File: config.mk
export PLATFORM = sky130hd
export DESIGN_NAME = collision_scan_flat
export DESIGN_NICKNAME = d
export VERILOG_FILES = /design/src/rtl/collision_pkg.sv /design/src/rtl/collision_scan_if.sv /design/src/rtl/collision_pipe_test.sv /design/src/rtl/collision_scan.sv /design/src/flat_wrapper.sv
export SDC_FILE = /design/constraint.sdc
export NUM_CORES = 1
export LEC_CHECK = 0
export CAP_MARGIN = 20
export CORE_MARGIN = 3
export CORE_UTILIZATION = 45
export CTS_CLUSTER_DIAMETER = 100
export DETAILED_ROUTE_END_ITERATION = 16
export PLACE_DENSITY = 0.78
export RECOVER_POWER = 50
export REMOVE_ABC_BUFFERS = 1
export SYNTH_ARGS = -nofsm -noshare
export SYNTH_HDL_FRONTEND = slang
export SYNTH_SLANG_ARGS = --single-unit
File: constraint.sdc
create_clock -name clk -period 4.8 [get_ports clk]
set_clock_uncertainty 0.05 [all_clocks]
set_input_delay 1.44 -clock clk [delete_from_list [all_inputs] [get_ports clk]]
set_output_delay 1.44 -clock clk [all_outputs]
set_load 0.1 [all_outputs]
File: src/rtl/collision_pkg.sv
// Shared types and default geometry for the multi-pipe collision scanner.
package collision_pkg;

    typedef enum logic [1:0] {
        IDLE,
        SCAN,
        DONE
    } state_t;

    localparam logic KIND_PIPE  = 1'b0;
    localparam logic KIND_FLOOR = 1'b1;

    localparam int unsigned BIRD_W   = 4;
    localparam int unsigned BIRD_H   = 4;
    localparam int unsigned SCREEN_H = 120;

endpackage

File: src/rtl/collision_scan_if.sv
// Handshake and geometry bundle between the game-state FSM and collision_scan.
interface collision_scan_if #(
    parameter int unsigned N_PIPES = 4,
    parameter int unsigned X_W     = 8,
    parameter int unsigned Y_W     = 7
);
    localparam int unsigned IDX_W = (N_PIPES > 1) ? $clog2(N_PIPES) : 1;

    logic                   start;
    logic                   clear;
    logic [X_W-1:0]         bird_x;
    logic [Y_W-1:0]         bird_y;
    logic [N_PIPES*X_W-1:0] pipe_x;
    logic [N_PIPES*Y_W-1:0] pipe_gap_y;
    logic [N_PIPES-1:0]     pipe_valid;
    logic [4:0]             pipe_w;
    logic [Y_W-1:0]         gap_h;
    logic                   busy;
    logic                   done;
    logic                   collision;
    logic [IDX_W-1:0]       hit_idx;
    logic                   hit_kind;

    modport master (
        output start, clear, bird_x, bird_y, pipe_x, pipe_gap_y, pipe_valid, pipe_w, gap_h,
        input  busy, done, collision, hit_idx, hit_kind
    );

    modport slave (
        input  start, clear, bird_x, bird_y, pipe_x, pipe_gap_y, pipe_valid, pipe_w, gap_h,
        output busy, done, collision, hit_idx, hit_kind
    );

endinterface

File: src/rtl/collision_pipe_test.sv
// Combinational overlap test of the bird hitbox against one pipe channel.
// All sums are one bit wider than the operands so nothing wraps.
module collision_pipe_test #(
    parameter int unsigned X_W    = 8,
    parameter int unsigned Y_W    = 7,
    parameter int unsigned BIRD_W = collision_pkg::BIRD_W,
    parameter int unsigned BIRD_H = collision_pkg::BIRD_H
) (
    input  logic [X_W-1:0] birdX,
    input  logic [Y_W-1:0] birdY,
    input  logic [X_W-1:0] pipeX,
    input  logic [Y_W-1:0] gapY,
    input  logic           pipeValid,
    input  logic [4:0]     pipeW,
    input  logic [Y_W-1:0] gapH,
    output logic           hit
);

    logic [X_W:0] birdRight;
    logic [X_W:0] pipeRight;
    logic [Y_W:0] birdBottom;
    logic [Y_W:0] gapBottom;
    logic         xOverlap;
    logic         yOutside;

    // Overlap and gap tests on widened operands.
    always_comb begin
        birdRight  = {1'b0, birdX} + (X_W+1)'(BIRD_W);
        pipeRight  = {1'b0, pipeX} + (X_W+1)'(pipeW);
        birdBottom = {1'b0, birdY} + (Y_W+1)'(BIRD_H);
        gapBottom  = {1'b0, gapY} + {1'b0, gapH};
        xOverlap   = (birdRight > {1'b0, pipeX}) && ({1'b0, birdX} <= pipeRight);
        yOutside   = (birdY < gapY) || (birdBottom > gapBottom);
        hit        = pipeValid && xOverlap && yOutside;
    end

endmodule

File: src/rtl/collision_scan.sv
// Sequential multi-pipe collision scanner: one channel per clock on a start/done
// handshake, with a sticky first-hit record.
// Optional floor check on the channel-0 cycle is enabled by defining COLLISION_FLOOR_EN.
module collision_scan #(
    parameter int unsigned N_PIPES  = 4,
    parameter int unsigned X_W      = 8,
    parameter int unsigned Y_W      = 7,
    parameter int unsigned BIRD_W   = collision_pkg::BIRD_W,
    parameter int unsigned BIRD_H   = collision_pkg::BIRD_H,
    parameter int unsigned SCREEN_H = collision_pkg::SCREEN_H
) (
    input logic              clk,
    input logic              reset,
    collision_scan_if.slave  bus
);
    import collision_pkg::*;

    localparam int unsigned IDX_W = (N_PIPES > 1) ? $clog2(N_PIPES) : 1;

    state_t           stateQ, stateD;
    logic [IDX_W-1:0] cntQ, cntD;
    logic             loadSnap;

    logic [X_W-1:0]   birdXQ;
    logic [Y_W-1:0]   birdYQ;
    logic [4:0]       pipeWQ;
    logic [Y_W-1:0]   gapHQ;

    logic [X_W-1:0]   selX;
    logic [Y_W-1:0]   selGapY;
    logic             selValid;
    logic             pipeHit;
    logic             floorHit;
    logic             anyHit;

    logic             collisionQ;
    logic [IDX_W-1:0] hitIdxQ;

    // State and channel counter registers.
    always_ff @(posedge clk) begin
        if (reset) begin
            stateQ <= IDLE;
            cntQ   <= '0;
        end else begin
            stateQ <= stateD;
            cntQ   <= cntD;
        end
    end

    // Next-state logic; start is only honoured in IDLE.
    always_comb begin
        stateD   = stateQ;
        cntD     = cntQ;
        loadSnap = 1'b0;
        unique case (stateQ)
            IDLE: begin
                if (bus.start) begin
                    stateD   = SCAN;
                    cntD     = '0;
                    loadSnap = 1'b1;
                end
            end
            SCAN: begin
                if (cntQ == IDX_W'(N_PIPES - 1)) begin
                    stateD = DONE;
                    cntD   = '0;
                end else begin
                    cntD = cntQ + 1'b1;
                end
            end
            DONE: stateD = IDLE;
            default: begin
                stateD = IDLE;
                cntD   = '0;
            end
        endcase
    end

    // Bird position and shared pipe geometry are frozen for the whole scan.
    always_ff @(posedge clk) begin
        if (reset) begin
            birdXQ <= '0;
            birdYQ <= '0;
            pipeWQ <= '0;
            gapHQ  <= '0;
        end else if (loadSnap) begin
            birdXQ <= bus.bird_x;
            birdYQ <= bus.bird_y;
            pipeWQ <= bus.pipe_w;
            gapHQ  <= bus.gap_h;
        end
    end

    // Channel mux: per-pipe inputs are read live for the channel under test.
    always_comb begin
        selX     = '0;
        selGapY  = '0;
        selValid = 1'b0;
        for (int i = 0; i < int'(N_PIPES); i++) begin
            if (cntQ == IDX_W'(i)) begin
                selX     = bus.pipe_x[i*X_W +: X_W];
                selGapY  = bus.pipe_gap_y[i*Y_W +: Y_W];
                selValid = bus.pipe_valid[i];
            end
        end
    end

    collision_pipe_test #(
        .X_W    (X_W),
        .Y_W    (Y_W),
        .BIRD_W (BIRD_W),
        .BIRD_H (BIRD_H)
    ) uPipeTest (
        .birdX     (birdXQ),
        .birdY     (birdYQ),
        .pipeX     (selX),
        .gapY      (selGapY),
        .pipeValid (selValid),
        .pipeW     (pipeWQ),
        .gapH      (gapHQ),
        .hit       (pipeHit)
    );

`ifdef COLLISION_FLOOR_EN
    logic [Y_W:0] birdBottom;
    logic         hitKindQ;

    // Floor is checked once per scan, on the channel-0 cycle.
    always_comb begin
        birdBottom = {1'b0, birdYQ} + (Y_W+1)'(BIRD_H);
        floorHit   = (stateQ == SCAN) && (cntQ == '0) && (birdBottom > (Y_W+1)'(SCREEN_H));
    end
`else
    logic unusedScreenH;

    // Without the floor check the screen height plays no part.
    always_comb begin
        floorHit      = 1'b0;
        unusedScreenH = ^SCREEN_H;
    end
`endif

    // A hit only counts while a channel is actually being evaluated.
    always_comb begin
        anyHit = (stateQ == SCAN) && (pipeHit || floorHit);
    end

    // Sticky first-hit record; clear wins over a same-cycle hit.
    always_ff @(posedge clk) begin
        if (reset) begin
            collisionQ <= 1'b0;
            hitIdxQ    <= '0;
`ifdef COLLISION_FLOOR_EN
            hitKindQ   <= KIND_PIPE;
`endif
        end else if (bus.clear) begin
            collisionQ <= 1'b0;
            hitIdxQ    <= '0;
`ifdef COLLISION_FLOOR_EN
            hitKindQ   <= KIND_PIPE;
`endif
        end else if (anyHit && !collisionQ) begin
            collisionQ <= 1'b1;
            hitIdxQ    <= floorHit ? '0 : cntQ;
`ifdef COLLISION_FLOOR_EN
            hitKindQ   <= floorHit ? KIND_FLOOR : KIND_PIPE;
`endif
        end
    end

    // Output decode.
    always_comb begin
        bus.busy      = (stateQ == SCAN);
        bus.done      = (stateQ == DONE);
        bus.collision = collisionQ;
        bus.hit_idx   = hitIdxQ;
`ifdef COLLISION_FLOOR_EN
        bus.hit_kind  = hitKindQ;
`else
        bus.hit_kind  = KIND_PIPE;
`endif
    end

endmodule

File: src/flat_wrapper.sv
// flat-port wrapper written by rule: the top's interface ports become plain ports
module collision_scan_flat import collision_pkg::*;
#(
    parameter int unsigned N_PIPES  = 4,
    parameter int unsigned X_W      = 8,
    parameter int unsigned Y_W      = 7,
    parameter int unsigned BIRD_W   = collision_pkg::BIRD_W,
    parameter int unsigned BIRD_H   = collision_pkg::BIRD_H,
    parameter int unsigned SCREEN_H = collision_pkg::SCREEN_H
)
  (clk, reset, bus_start, bus_clear, bus_bird_x, bus_bird_y, bus_pipe_x, bus_pipe_gap_y, bus_pipe_valid, bus_pipe_w, bus_gap_h, bus_busy, bus_done, bus_collision, bus_hit_idx, bus_hit_kind);
  collision_scan_if #(.N_PIPES(N_PIPES), .X_W(X_W), .Y_W(Y_W)) bus_i ();
  input logic clk;
  input logic reset;
  input wire logic [$bits(bus_i.start)-1:0] bus_start;
  input wire logic [$bits(bus_i.clear)-1:0] bus_clear;
  input wire logic [$bits(bus_i.bird_x)-1:0] bus_bird_x;
  input wire logic [$bits(bus_i.bird_y)-1:0] bus_bird_y;
  input wire logic [$bits(bus_i.pipe_x)-1:0] bus_pipe_x;
  input wire logic [$bits(bus_i.pipe_gap_y)-1:0] bus_pipe_gap_y;
  input wire logic [$bits(bus_i.pipe_valid)-1:0] bus_pipe_valid;
  input wire logic [$bits(bus_i.pipe_w)-1:0] bus_pipe_w;
  input wire logic [$bits(bus_i.gap_h)-1:0] bus_gap_h;
  output wire logic [$bits(bus_i.busy)-1:0] bus_busy;
  output wire logic [$bits(bus_i.done)-1:0] bus_done;
  output wire logic [$bits(bus_i.collision)-1:0] bus_collision;
  output wire logic [$bits(bus_i.hit_idx)-1:0] bus_hit_idx;
  output wire logic [$bits(bus_i.hit_kind)-1:0] bus_hit_kind;
  assign bus_i.start = bus_start;
  assign bus_i.clear = bus_clear;
  assign bus_i.bird_x = bus_bird_x;
  assign bus_i.bird_y = bus_bird_y;
  assign bus_i.pipe_x = bus_pipe_x;
  assign bus_i.pipe_gap_y = bus_pipe_gap_y;
  assign bus_i.pipe_valid = bus_pipe_valid;
  assign bus_i.pipe_w = bus_pipe_w;
  assign bus_i.gap_h = bus_gap_h;
  assign bus_busy = bus_i.busy;
  assign bus_done = bus_i.done;
  assign bus_collision = bus_i.collision;
  assign bus_hit_idx = bus_i.hit_idx;
  assign bus_hit_kind = bus_i.hit_kind;
  collision_scan #(.N_PIPES(N_PIPES), .X_W(X_W), .Y_W(Y_W), .BIRD_W(BIRD_W), .BIRD_H(BIRD_H), .SCREEN_H(SCREEN_H)) u_core (.clk(clk), .reset(reset), .bus(bus_i));
endmodule
==> results of run 1 <==
through the flow:
| step | utilization, % | setup TNS (ps) | cells | setup WS [ps] | total power (uW) |
|---|---|---|---|---|---|
| CTS | 69.4 | 0 | 645 | 0.726 | 1030 |
| detailed placement | 65.9 | -1400 | 627 | -474 | 773 |
| floorplan | - | 0 | 414 | 200 | 590 |
| global placement | 65.9 | -944 | 627 | -323 | 758 |
| finish | 73.0 | 0 | 653 | 104 | 1110 |
| global route | 73.0 | -393 | 653 | -167 | 1170 |
worst max path at each step:
stage	slack, ps	depth (start not counted)	to
4_1_cts	0.7	19	u_core.bus.hit_idx[0]
6_report	100	19	u_core.bus.hit_idx[0]
3_3_place_gp	-320	23	u_core.bus.collision
2_1_floorplan	200	22	u_core.bus.collision
5_1_grt	-170	20	u_core.bus.hit_idx[0]
3_5_place_dp	-470	23	u_core.bus.hit_idx[0]
report_power, final:
group / switching, uW / internal [uW] / total [uW]
Combinational: 279 / 282 / 561
Sequential: 19.5 / 298 / 317
Clock: 113 / 116 / 228
Total: 411 / 695 / 1110
timing repair:
item	CTS	global route
pin swaps	22	57
endpoints found under the setup margin	3	3
resized for setup	24	43
setup buffers	10	8
hold buffers	0	0
hold endpoints to repair	0	0
cell usage in the layout, fill, tap and decap left out, drive strengths merged, types with 3 or more instances in the layout:
master / netlist / final
a211oi: 3 / 3
a21o: 16 / 16
a21oi: 75 / 75
a22oi: 10 / 10
buf: 12 / 38
clkbuf: 8 / 10
clkdlybuf4s50: 0 / 83
dfxtp: 34 / 34
dlymetal6s2s: 0 / 10
ha: 49 / 49
inv: 25 / 25
nand2: 77 / 77
nand3: 9 / 9
nand4: 4 / 4
nor2: 44 / 44
nor2b: 4 / 4
nor3: 3 / 3
nor4: 3 / 3
o21a: 5 / 5
o21ai: 13 / 13
o21bai: 4 / 4
xnor2: 10 / 10
xor2: 7 / 7
state kept, by name (all words and copies together) (netlist names):
register	count
u_core.bus.hit_idx	2
u_core.pipeWQ	5
u_core.stateQ	2
u_core.bus.collision	1
u_core.gapHQ	7
u_core.birdXQ	8
u_core.cntQ	2
u_core.birdYQ	7
logic make-up after synthesis:
logic type,synth area share (%)
and+or+nand+nor,21.0
AOI/OAI and AO/OA,25.3
adders and majority gates,20.7
buffers and inverters,5.95
DFF,21.6
xor gates and xnor gates,4.72
muxes,0.634
other,0.119
layout make-up:
type | instances | share of cell area, %
Timing Repair Buffer | 138 | 27.1
Clock inverter | 1 | 0.104
Sequential cell | 34 | 14.2
Inverter | 25 | 1.96
Clock buffer | 7 | 1.80
Multi-Input combinational cell | 355 | 52.4
Tap cell | 93 | 2.43
tightest hold or removal path, cell delays in order, from the launching register on:
cell,delay [ps]
dfxtp_1,320
nand2_1,50
a21oi_1,50
metal layers:
layer / share of wire, % / vias to the layer above / GRT usage, %
met1: 42 / 1653 / 32.2
li1: - / 1750 / -
met4: 2.9 / 0 / 5.36
met2: 47 / 196 / 40.6
met3: 8.1 / 27 / 4.17
met5: 0 / - / 0
==> metrics.yaml, run 1 <==
clock_latency_ps: 290
ys_ff_latch: 34
vias: 3626
hp-start: "u_core.gapHQ[6]"
synth_top_flop_cell: "dfxtp_1"
avgSynthCellArea_um2: 7.27
core_area_um2: 6570
final_net_count: 705
fillers: 513
rsz0062_at_grt: "yes"
path_clk_slew_ps: 70
hold_ws_ps: 418
fmax_mhz: 213
stdcell_area_um2: 4790
crit_arrival_ps: 4860
ys_seq_area_share_pct: 21.6
r2r_end: "u_core.bus.collision"
critical_path_required_ps: 4960
cts_sinks: 34
syn_inst: 434
path_cells: "clkdlybuf4s50_1, a21oi_1, o21ai_1, ha_2, inv_2, fa_2, nor2b_4, o31a_1, nor2_1, nor2_2, xor2_1, ha_1, a21oi_2, o21ai_2, a21o_1, o22ai_2, a21oi_2, nor4_4, mux2i_1"
slew_viol_final: 0
ys_top_cells_by_count: "77 x nand2_1, 74 x a21oi_1, 49 x ha_1"
worstHoldPathType: "reg2reg"
path_max_fanout: 3
worst_pin_slew_ps: 1080
worstHoldEndpoint: "u_core.gapHQ[6]"
grt_pass1_vias: 3367
gp_congestion: 0.899
syn_area_um2: 3160
multi_input_area_um2: 2510
async_flop_share_pct: 0
antenna_found_initial: 0
critical_path_class: "in2reg"
vias_per_cell: 5.55
p_per_area_nw_per_um2: 231
path_buf_inv: 2
synth.largest_area_cell: "dfxtp_1"
rows: 29
synth_top_area_share_pct: 21.6
path_common_cell: "a21oi_2"
yosysWarnings: 0
status: "finished, final reports clean"
area_growth_pct: 51.9
setup_violations: 0
place_area_um2: 4330
cpMaxStageDelayCell: "clkdlybuf4s50_1"
reg2reg_depth: 23
fin_crit_ps: 4700
crit_family: "compound AO/OA/AOI/OAI gates"
clockBufferDepth: 2
route.detailed.drc: 0
start_util_pct: 48.0
cap_violations: 0
hold_viol_final: 0
fp.dieW_um: 89.7
cts_made_buffers: 5
leakagePower_uw: 0.00216
yosys.cell_types.count: 43
die-area_um2: 8050
drt_iter0_markers: 270
peakVddDrop_uv: 147
dieHeight_um: 89.7
min_period_over_period_pct: 97.8
avgRoutedWirePerCell_um: 16.5
slew_headroom_pct: 27.8
hold_depth: 2
grt_first_pass_wirelength_mm: 16.1
ff_latch_area_um2: 681
cp-start-kind: "input port"
cp-startpoint: "bus_pipe_x[16]"
diodes: 0
grt_usage_pct: 24.1
cts_max_level: 2
antenna_left: 0
rr_startpoint: "u_core.cntQ[0]"
drtPass1Iterations: 5
r2r_slack_ps: 260
synth-edff-count: 0
numPortBuffers: 99
setup.worst_path.end_class: "flip-flop"
yosysMostFrequentCell: "nand2_1"
ios: 101
ctsRootBufferMaster: "clkbuf_8"
yosys-top-cells-area: "dfxtp_1 22%, ha_1 19%, a21oi_1 12%"
grt_overflow: 0
cts_tree: "built"
drt-total-wl_mm: 10.8
drive_gt1_share_pct: 17.3
max_stage_delay_ps: 460
detailed_place_hpwl_mm: 7.42
grt_max_degree: 29
(Power assumes the default switching activity.)
==> run 2, diff against run 1 <==
--- a/config.mk
+++ b/config.mk
@@ -6,7 +6,6 @@
 export NUM_CORES = 1
 export LEC_CHECK = 0
 export CAP_MARGIN = 20
-export CORE_MARGIN = 3
 export CORE_UTILIZATION = 45
 export CTS_CLUSTER_DIAMETER = 100
 export DETAILED_ROUTE_END_ITERATION = 16
==> run 2 against run 1 <==
Net effect: setup slack worse by 110 ps; combinational power grew 0.9%; the run now ends with negative setup slack left; via count rose by 1.3%; global-route usage rose by 2.8 points; sequential share of layout area is 0.17 points lower; largest cell class unchanged; maximum frequency decreased by 2.2%; critical endpoint unchanged; non-clock buffer count increased by 2; cell area increased by 1.2%; flip-flop and latch count did not move; utilization decreased by 1.6 points; clock-buffer cell count shrank 2.
==> metrics.yaml, run 2 (synthesis gave the netlist of run 1 again) <==
r2r_end: "u_core.bus.hit_idx[0]"
worst_pin_slew_ps: 1190  # +109 ps
rows: 30  # +3.4%
ios: 101  # unchanged
ctsRootBufferMaster: "clkbuf_8"
vias_per_cell: 5.58  # +0.55%
place_ws_ps: -509  # -34.7 ps
slew_headroom_pct: 20.5  # -7.3 points
hp-start: "u_core.gapHQ[3]"
numPortBuffers: 99  # unchanged
route.detailed.drc: 0  # unchanged
p_per_area_nw_per_um2: 251  # +8.8%
final_common_cell: "clkdlybuf4s50_1"
peakVddDrop_uv: 143  # -2.8%
grt_overflow: 0  # unchanged
drive_gt1_share_pct: 16.0  # -1.3 points
gp_congestion: 0.848  # -5.7%
fillers: 506  # -1.4%
avgRoutedWirePerCell_um: 17.1  # +3.2%
cts_sinks: 34  # unchanged
grt_pass1_vias: 3351  # -0.48%
setup.worst_path.end_class: "flip-flop"
clock_latency_ps: 300  # about the same
ff_latch_area_um2: 681  # unchanged
area_growth_pct: 53.8
cts_tree: "built"
antenna_found_initial: 0  # unchanged
status: "finished with violations"
mostFrequentLayoutCells: "85 x clkdlybuf4s50_1, 76 x nand2_1, 60 x a21oi_1"
critical_path_class: "in2reg"
cp-startpoint: "bus_pipe_gap_y[7]"
path_cells: "clkdlybuf4s50_1, a22oi_1, a21oi_2, ha_2, fa_2, a21oi_2, nor2_1, nor2_1, o21bai_1, a21oi_1, xor2_1, ha_1, nand4_1, nand2b_4, a21oi_4, a2111oi_4, nor4_4, mux2i_1"
slew_viol_final: 0  # unchanged
crit_end: "u_core.bus.hit_idx[0]"
fp.dieW_um: 85.7  # -4.5%
vias: 3674  # +1.3%
detailed_place_hpwl_mm: 7.18  # -3.3%
grt_first_pass_wirelength_mm: 15.4  # -4.3%
fin_crit_ps: 4800  # +108 ps
cp-start-kind: "input port"
grt_max_degree: 29  # unchanged
reg_top3: "u_core.birdXQ (8), u_core.birdYQ (7), u_core.gapHQ (7)"
path_max_fanout: 3  # unchanged
grt_usage_pct: 26.8  # +2.8 points
drt_iter0_markers: 287  # +6.3%
drtPass1Iterations: 4  # -1
final_net_count: 707  # +0.28%
rr_startpoint: "u_core.cntQ[1]"
multi_input_area_um2: 2510  # unchanged
drt-total-wl_mm: 11.2  # +4.0%
largest_reg_flops: 8  # unchanged
setup_slack_ps: -4.22  # -108 ps
path_clk_slew_ps: 80  # about the same
setup_violations: 2  # +2
cpMaxStageDelayCell: "clkdlybuf4s50_1"
worstHoldPathType: "reg2reg"
clockBufferDepth: 2  # unchanged
top_register: "u_core.birdXQ"
start_util_pct: 46.4  # -1.6 points
leakagePower_uw: 0.00217  # +0.18%
fmax_mhz: 208  # -2.2%
critical_path_required_ps: 4980  # +20 ps
hold_viol_final: 0  # unchanged
dieHeight_um: 85.7  # -4.5%
die-area_um2: 7350  # -8.7%
cap_violations: 0  # unchanged
violations: "negative setup slack"
min_period_over_period_pct: 100  # +2.2 points
reg2reg_depth: 21  # -8.7%
finish.utilization_pct: 71.4  # -1.6 points
diodes: 0  # unchanged
core_area_um2: 6790  # +3.4%
max_stage_delay_ps: 400  # -60 ps
crit_arrival_ps: 4990  # +130 ps
r2r_slack_ps: 210  # -50 ps
cts_made_buffers: 5  # unchanged
antenna_left: 0  # unchanged
cts_max_level: 2  # unchanged
-- run 2: cell types whose count changed in the layout (fill, tap and decap cells not counted), sizes merged --
| cell | delta |
|---|---|
| clkdlybuf4s15 | +1 |
| bufinv | +2 |
| dlygate4sd2 | +2 |
| dlymetal6s2s | -4 |
| buf | +2 |
| clkbuf | -3 |
| clkdlybuf4s50 | +2 |
-- run 2: stage by stage --
stage / power [uW] / setup TNS (ps) / area (um2) / hold slack (ps) / instances
6_report: 1220 / -7.06 / 4850 / 420 / 658
3_5_place_dp: 774 / -1460 / 4320 / 407 / 629
3_3_place_gp: 759 / -1030 / 4320 / 395 / 629
2_1_floorplan: 590 / 0 / 3060 / 380 / 414
4_1_cts: 1130 / 0 / 4610 / 422 / 651
5_1_grt: 1280 / -423 / 4850 / 439 / 658
-- run 2: routing by layer --
metal	up-vias	GRT usage, %	part of all wire [%]	wire length (um)
met5	-	0	0	0
met4	0	10.3	4.6	513
met3	45	5.10	8.1	909
met2	183	45.2	45	5090
met1	1693	34.0	42	4720
li1	1753	-	-	-
-- run 2: how the worst min path moves through the flow --
stage,end,slack [ps],cells past startpoint
6_report,u_core.gapHQ[3],420,2
5_1_grt,u_core.gapHQ[3],440,2
4_1_cts,u_core.gapHQ[3],420,2
3_5_place_dp,u_core.bus.hit_idx[0],410,2
3_3_place_gp,u_core.birdXQ[0],390,2
2_1_floorplan,u_core.birdXQ[0],380,2
-- run 2: worst max-delay path: cells and delay by family --
family | cells | cell delay [ps]
AO/OA/AOI/OAI | 7 | 1000
multiplexers | 1 | 220
AND/OR/NAND/NOR | 5 | 900
XOR/XNOR | 1 | 110
adder cells (fa/ha/maj) | 3 | 920
buffers and inverters | 1 | 400
-- run 2: timing repair --
| action | in CTS | in global routing |
|---|---|---|
| hold buffers | 0 | 0 |
| setup buffers | 15 | 7 |
| hold endpoints to repair | 0 | 0 |
| pin swaps | 27 | 56 |
| gates resized for setup | 25 | 35 |
| setup endpoints to repair | 3 | 3 |
-- run 2: power by group --
part	total [uW]	internal, uW	leakage (uW)	switching (uW)
clock	335	208	0.0000683	126
sequential	317	298	0.000279	20.0
combinational	566	281	0.00182	286
-- run 2: layout make-up --
cell class	count	area share [%]
multi-input cells	355	51.8
repair buffers	140	26.9
clock inverters	3	1.42
inverters	25	1.93
clock buffers	5	1.42
well taps	96	2.48
flip-flops and latches	34	14.0
==> run 3, diff against run 2 <==
--- a/config.mk
+++ b/config.mk
@@ -5,7 +5,6 @@
 export SDC_FILE = /design/constraint.sdc
 export NUM_CORES = 1
 export LEC_CHECK = 0
-export CAP_MARGIN = 20
 export CORE_UTILIZATION = 45
 export CTS_CLUSTER_DIAMETER = 100
 export DETAILED_ROUTE_END_ITERATION = 16
==> run 3 against run 2 <==
Net effect: the flow now finishes without violations; clock-buffer cell count unchanged; final cell count decreased by 0.15%; via count up 0.71%; first-iteration DRC count is 20% lower; critical endpoint is now u_core.bus.hit_idx[1].
==> metrics.yaml, run 3 (synthesis gave the netlist of run 1 again) <==
path_cells: "clkdlybuf4s50_1, a22oi_1, a21oi_2, ha_2, fa_2, a21oi_2, nor2_1, nor2_1, o21bai_1, a21oi_1, xor2_1, ha_1, nand4_1, nand2b_4, a21oi_4, a2111oi_4, nor4_4, mux2i_1"
ctsRootBufferMaster: "clkbuf_8"
top_register: "u_core.birdXQ"
setup_violations: 0  # -2
drtPass1Iterations: 5  # +1
critical_path_required_ps: 4980  # about the same
clock_latency_ps: 300  # about the same
grt_overflow: 0  # unchanged
worstHoldPathType: "reg2reg"
cts_tree: "built"
grt_max_degree: 29  # unchanged
cts_sinks: 34  # unchanged
drive_gt1_share_pct: 16.0  # +0.029 points
reg_top3: "u_core.birdXQ (8), u_core.birdYQ (7), u_core.gapHQ (7)"
path_clk_slew_ps: 80  # about the same
cts_made_buffers: 5  # unchanged
worst_pin_slew_ps: 1190  # -2.88 ps
fp.dieW_um: 85.7  # unchanged
route.detailed.drc: 0  # unchanged
diodes: 0  # unchanged
cap_violations: 0  # unchanged
final_common_cell: "clkdlybuf4s50_1"
start_util_pct: 46.4  # unchanged
final_net_count: 706  # -0.14%
mostFrequentLayoutCells: "85 x clkdlybuf4s50_1, 76 x nand2_1, 60 x a21oi_1"
r2r_slack_ps: 260  # +50 ps
core_area_um2: 6790  # unchanged
vias_per_cell: 5.63  # +0.86%
hp-start: "u_core.gapHQ[3]"
max_stage_delay_ps: 400  # about the same
path_buf_inv: 1  # unchanged
path_max_fanout: 3  # unchanged
grt_first_pass_wirelength_mm: 15.4  # unchanged
crit_family: "compound AO/OA/AOI/OAI gates"
ios: 101  # unchanged
status: "finished, final reports clean"
r2r_end: "u_core.bus.collision"
dieHeight_um: 85.7  # unchanged
die-area_um2: 7350  # unchanged
placedCellCount: 629  # unchanged
finalPower_uw: 1210  # -0.32%
cpMaxStageDelayCell: "clkdlybuf4s50_1"
place_area_um2: 4320  # unchanged
fin_crit_ps: 4760  # -46.6 ps
antenna_left: 0  # unchanged
cp-start-kind: "input port"
reg2reg_depth: 25  # +19%
crit_end: "u_core.bus.hit_idx[1]"
p_per_area_nw_per_um2: 251  # about the same
final_cells: 657  # -0.15%
fin_setup_tns_ps: 0  # +7.06 ps
gp_congestion: 0.848  # unchanged
slew_viol_final: 0  # unchanged
clockBufferDepth: 2  # unchanged
detailed_place_hpwl_mm: 7.18  # unchanged
vias: 3700  # +0.71%
drt-total-wl_mm: 11.1  # -1.1%
drt_iter0_markers: 231  # -20%
setup.worst_path.end_class: "flip-flop"
numPortBuffers: 99  # unchanged
slew_headroom_pct: 20.5  # -0.030 points
min_period_over_period_pct: 99.1  # -0.97 points
stdcell_area_um2: 4840  # -0.23%
leakagePower_uw: 0.00216  # -0.17%
peakVddDrop_uv: 144  # +0.45%
cts_max_level: 2  # unchanged
hold_viol_final: 0  # unchanged
area_growth_pct: 53.4
fillers: 515  # +1.8%
largest_reg_flops: 8  # unchanged
antenna_found_initial: 0  # unchanged
fmax_mhz: 210  # +0.98%
avgRoutedWirePerCell_um: 16.9  # -0.96%
grt_pass1_vias: 3351  # unchanged
cp-startpoint: "bus_pipe_gap_y[7]"
grt_usage_pct: 26.8  # unchanged
cp.depth: 18  # unchanged
critical_path_class: "in2reg"
rr_startpoint: "u_core.cntQ[0]"
rows: 30  # unchanged
crit_arrival_ps: 4940  # -50 ps
[run 3: cell types whose count changed in the layout (fill, tap and decap cells not counted)]
cell / previous run / this run
buf_4: 37 / 38
clkbuf_1: 2 / 1
buf_8: 1 / 0
[run 3: where the power goes]
part	switching (uW)	internal, uW	leakage (uW)
Sequential	20.3	298	0.000279
Combinational	282	279	0.00182
Clock	128	208	0.0000683
Total	430	785	0.00216
[run 3: area by class of cell]
type	instances	area (um2)	share of cell area [%]
Multi-Input combinational cell	355	2510	51.9
Timing Repair Buffer	139	1300	26.8
Sequential cell	34	681	14.1
Tap cell	96	120	2.48
Inverter	25	93.8	1.94
Clock buffer	5	68.8	1.42
Clock inverter	3	68.8	1.42
[run 3: how the worst min path moves through the flow]
stage / endpoint / slack (ps) / depth (start not counted)
2_1_floorplan: u_core.birdXQ[0] / 380 / 2
3_3_place_gp: u_core.birdXQ[0] / 390 / 2
3_5_place_dp: u_core.bus.hit_idx[0] / 410 / 2
4_1_cts: u_core.gapHQ[3] / 420 / 2
5_1_grt: u_core.gapHQ[3] / 440 / 2
6_report: u_core.gapHQ[3] / 420 / 2
[run 3: layer usage]
metal	up-vias	wire length, um	part of all wire [%]	GRT usage (%)
met5	-	0	0	0
met4	0	427	3.8	10.3
met3	36	980	8.8	5.10
met2	197	5100	46	45.2
met1	1718	4600	41	34.0
li1	1749	-	-	-
[run 3: stage by stage]
| stage | util [%] | hold WS [ps] | setup slack, ps |
|---|---|---|---|
| floorplan | - | 380 | 200 |
| global placement | 63.6 | 395 | -358 |
| detailed placement | 63.6 | 407 | -509 |
| CTS | 67.8 | 422 | 19.3 |
| global route | 71.3 | 438 | -203 |
| finish | 71.3 | 421 | 42.3 |
[run 3: worst reg2reg max path, stage by stage, from the launching register on]
cell,delay (ps)
dfxtp_1,390
inv_1,110
ha_1,530
buf_4,340
nor2_1,60
a21oi_1,160
nor2_1,80
a21o_1,210
buf_4,150
ha_1,230
o31a_1,290
nor2_2,140
nor2_4,60
buf_4,160
buf_6,100
buf_4,120
buf_4,120
buf_4,120
buf_4,120
buf_4,120
buf_4,120
buf_4,130
buf_4,130
a21oi_4,140
nor4_4,60
o21a_1,170
[run 3: repair_timing]
| item | CTS | global route |
|---|---|---|
| resized for setup | 25 | 35 |
| endpoints found under the setup margin | 3 | 3 |
| setup buffers | 15 | 7 |
| endpoints found under the hold margin | 0 | 0 |
| pin swaps | 27 | 56 |
| hold buffers | 0 | 0 |
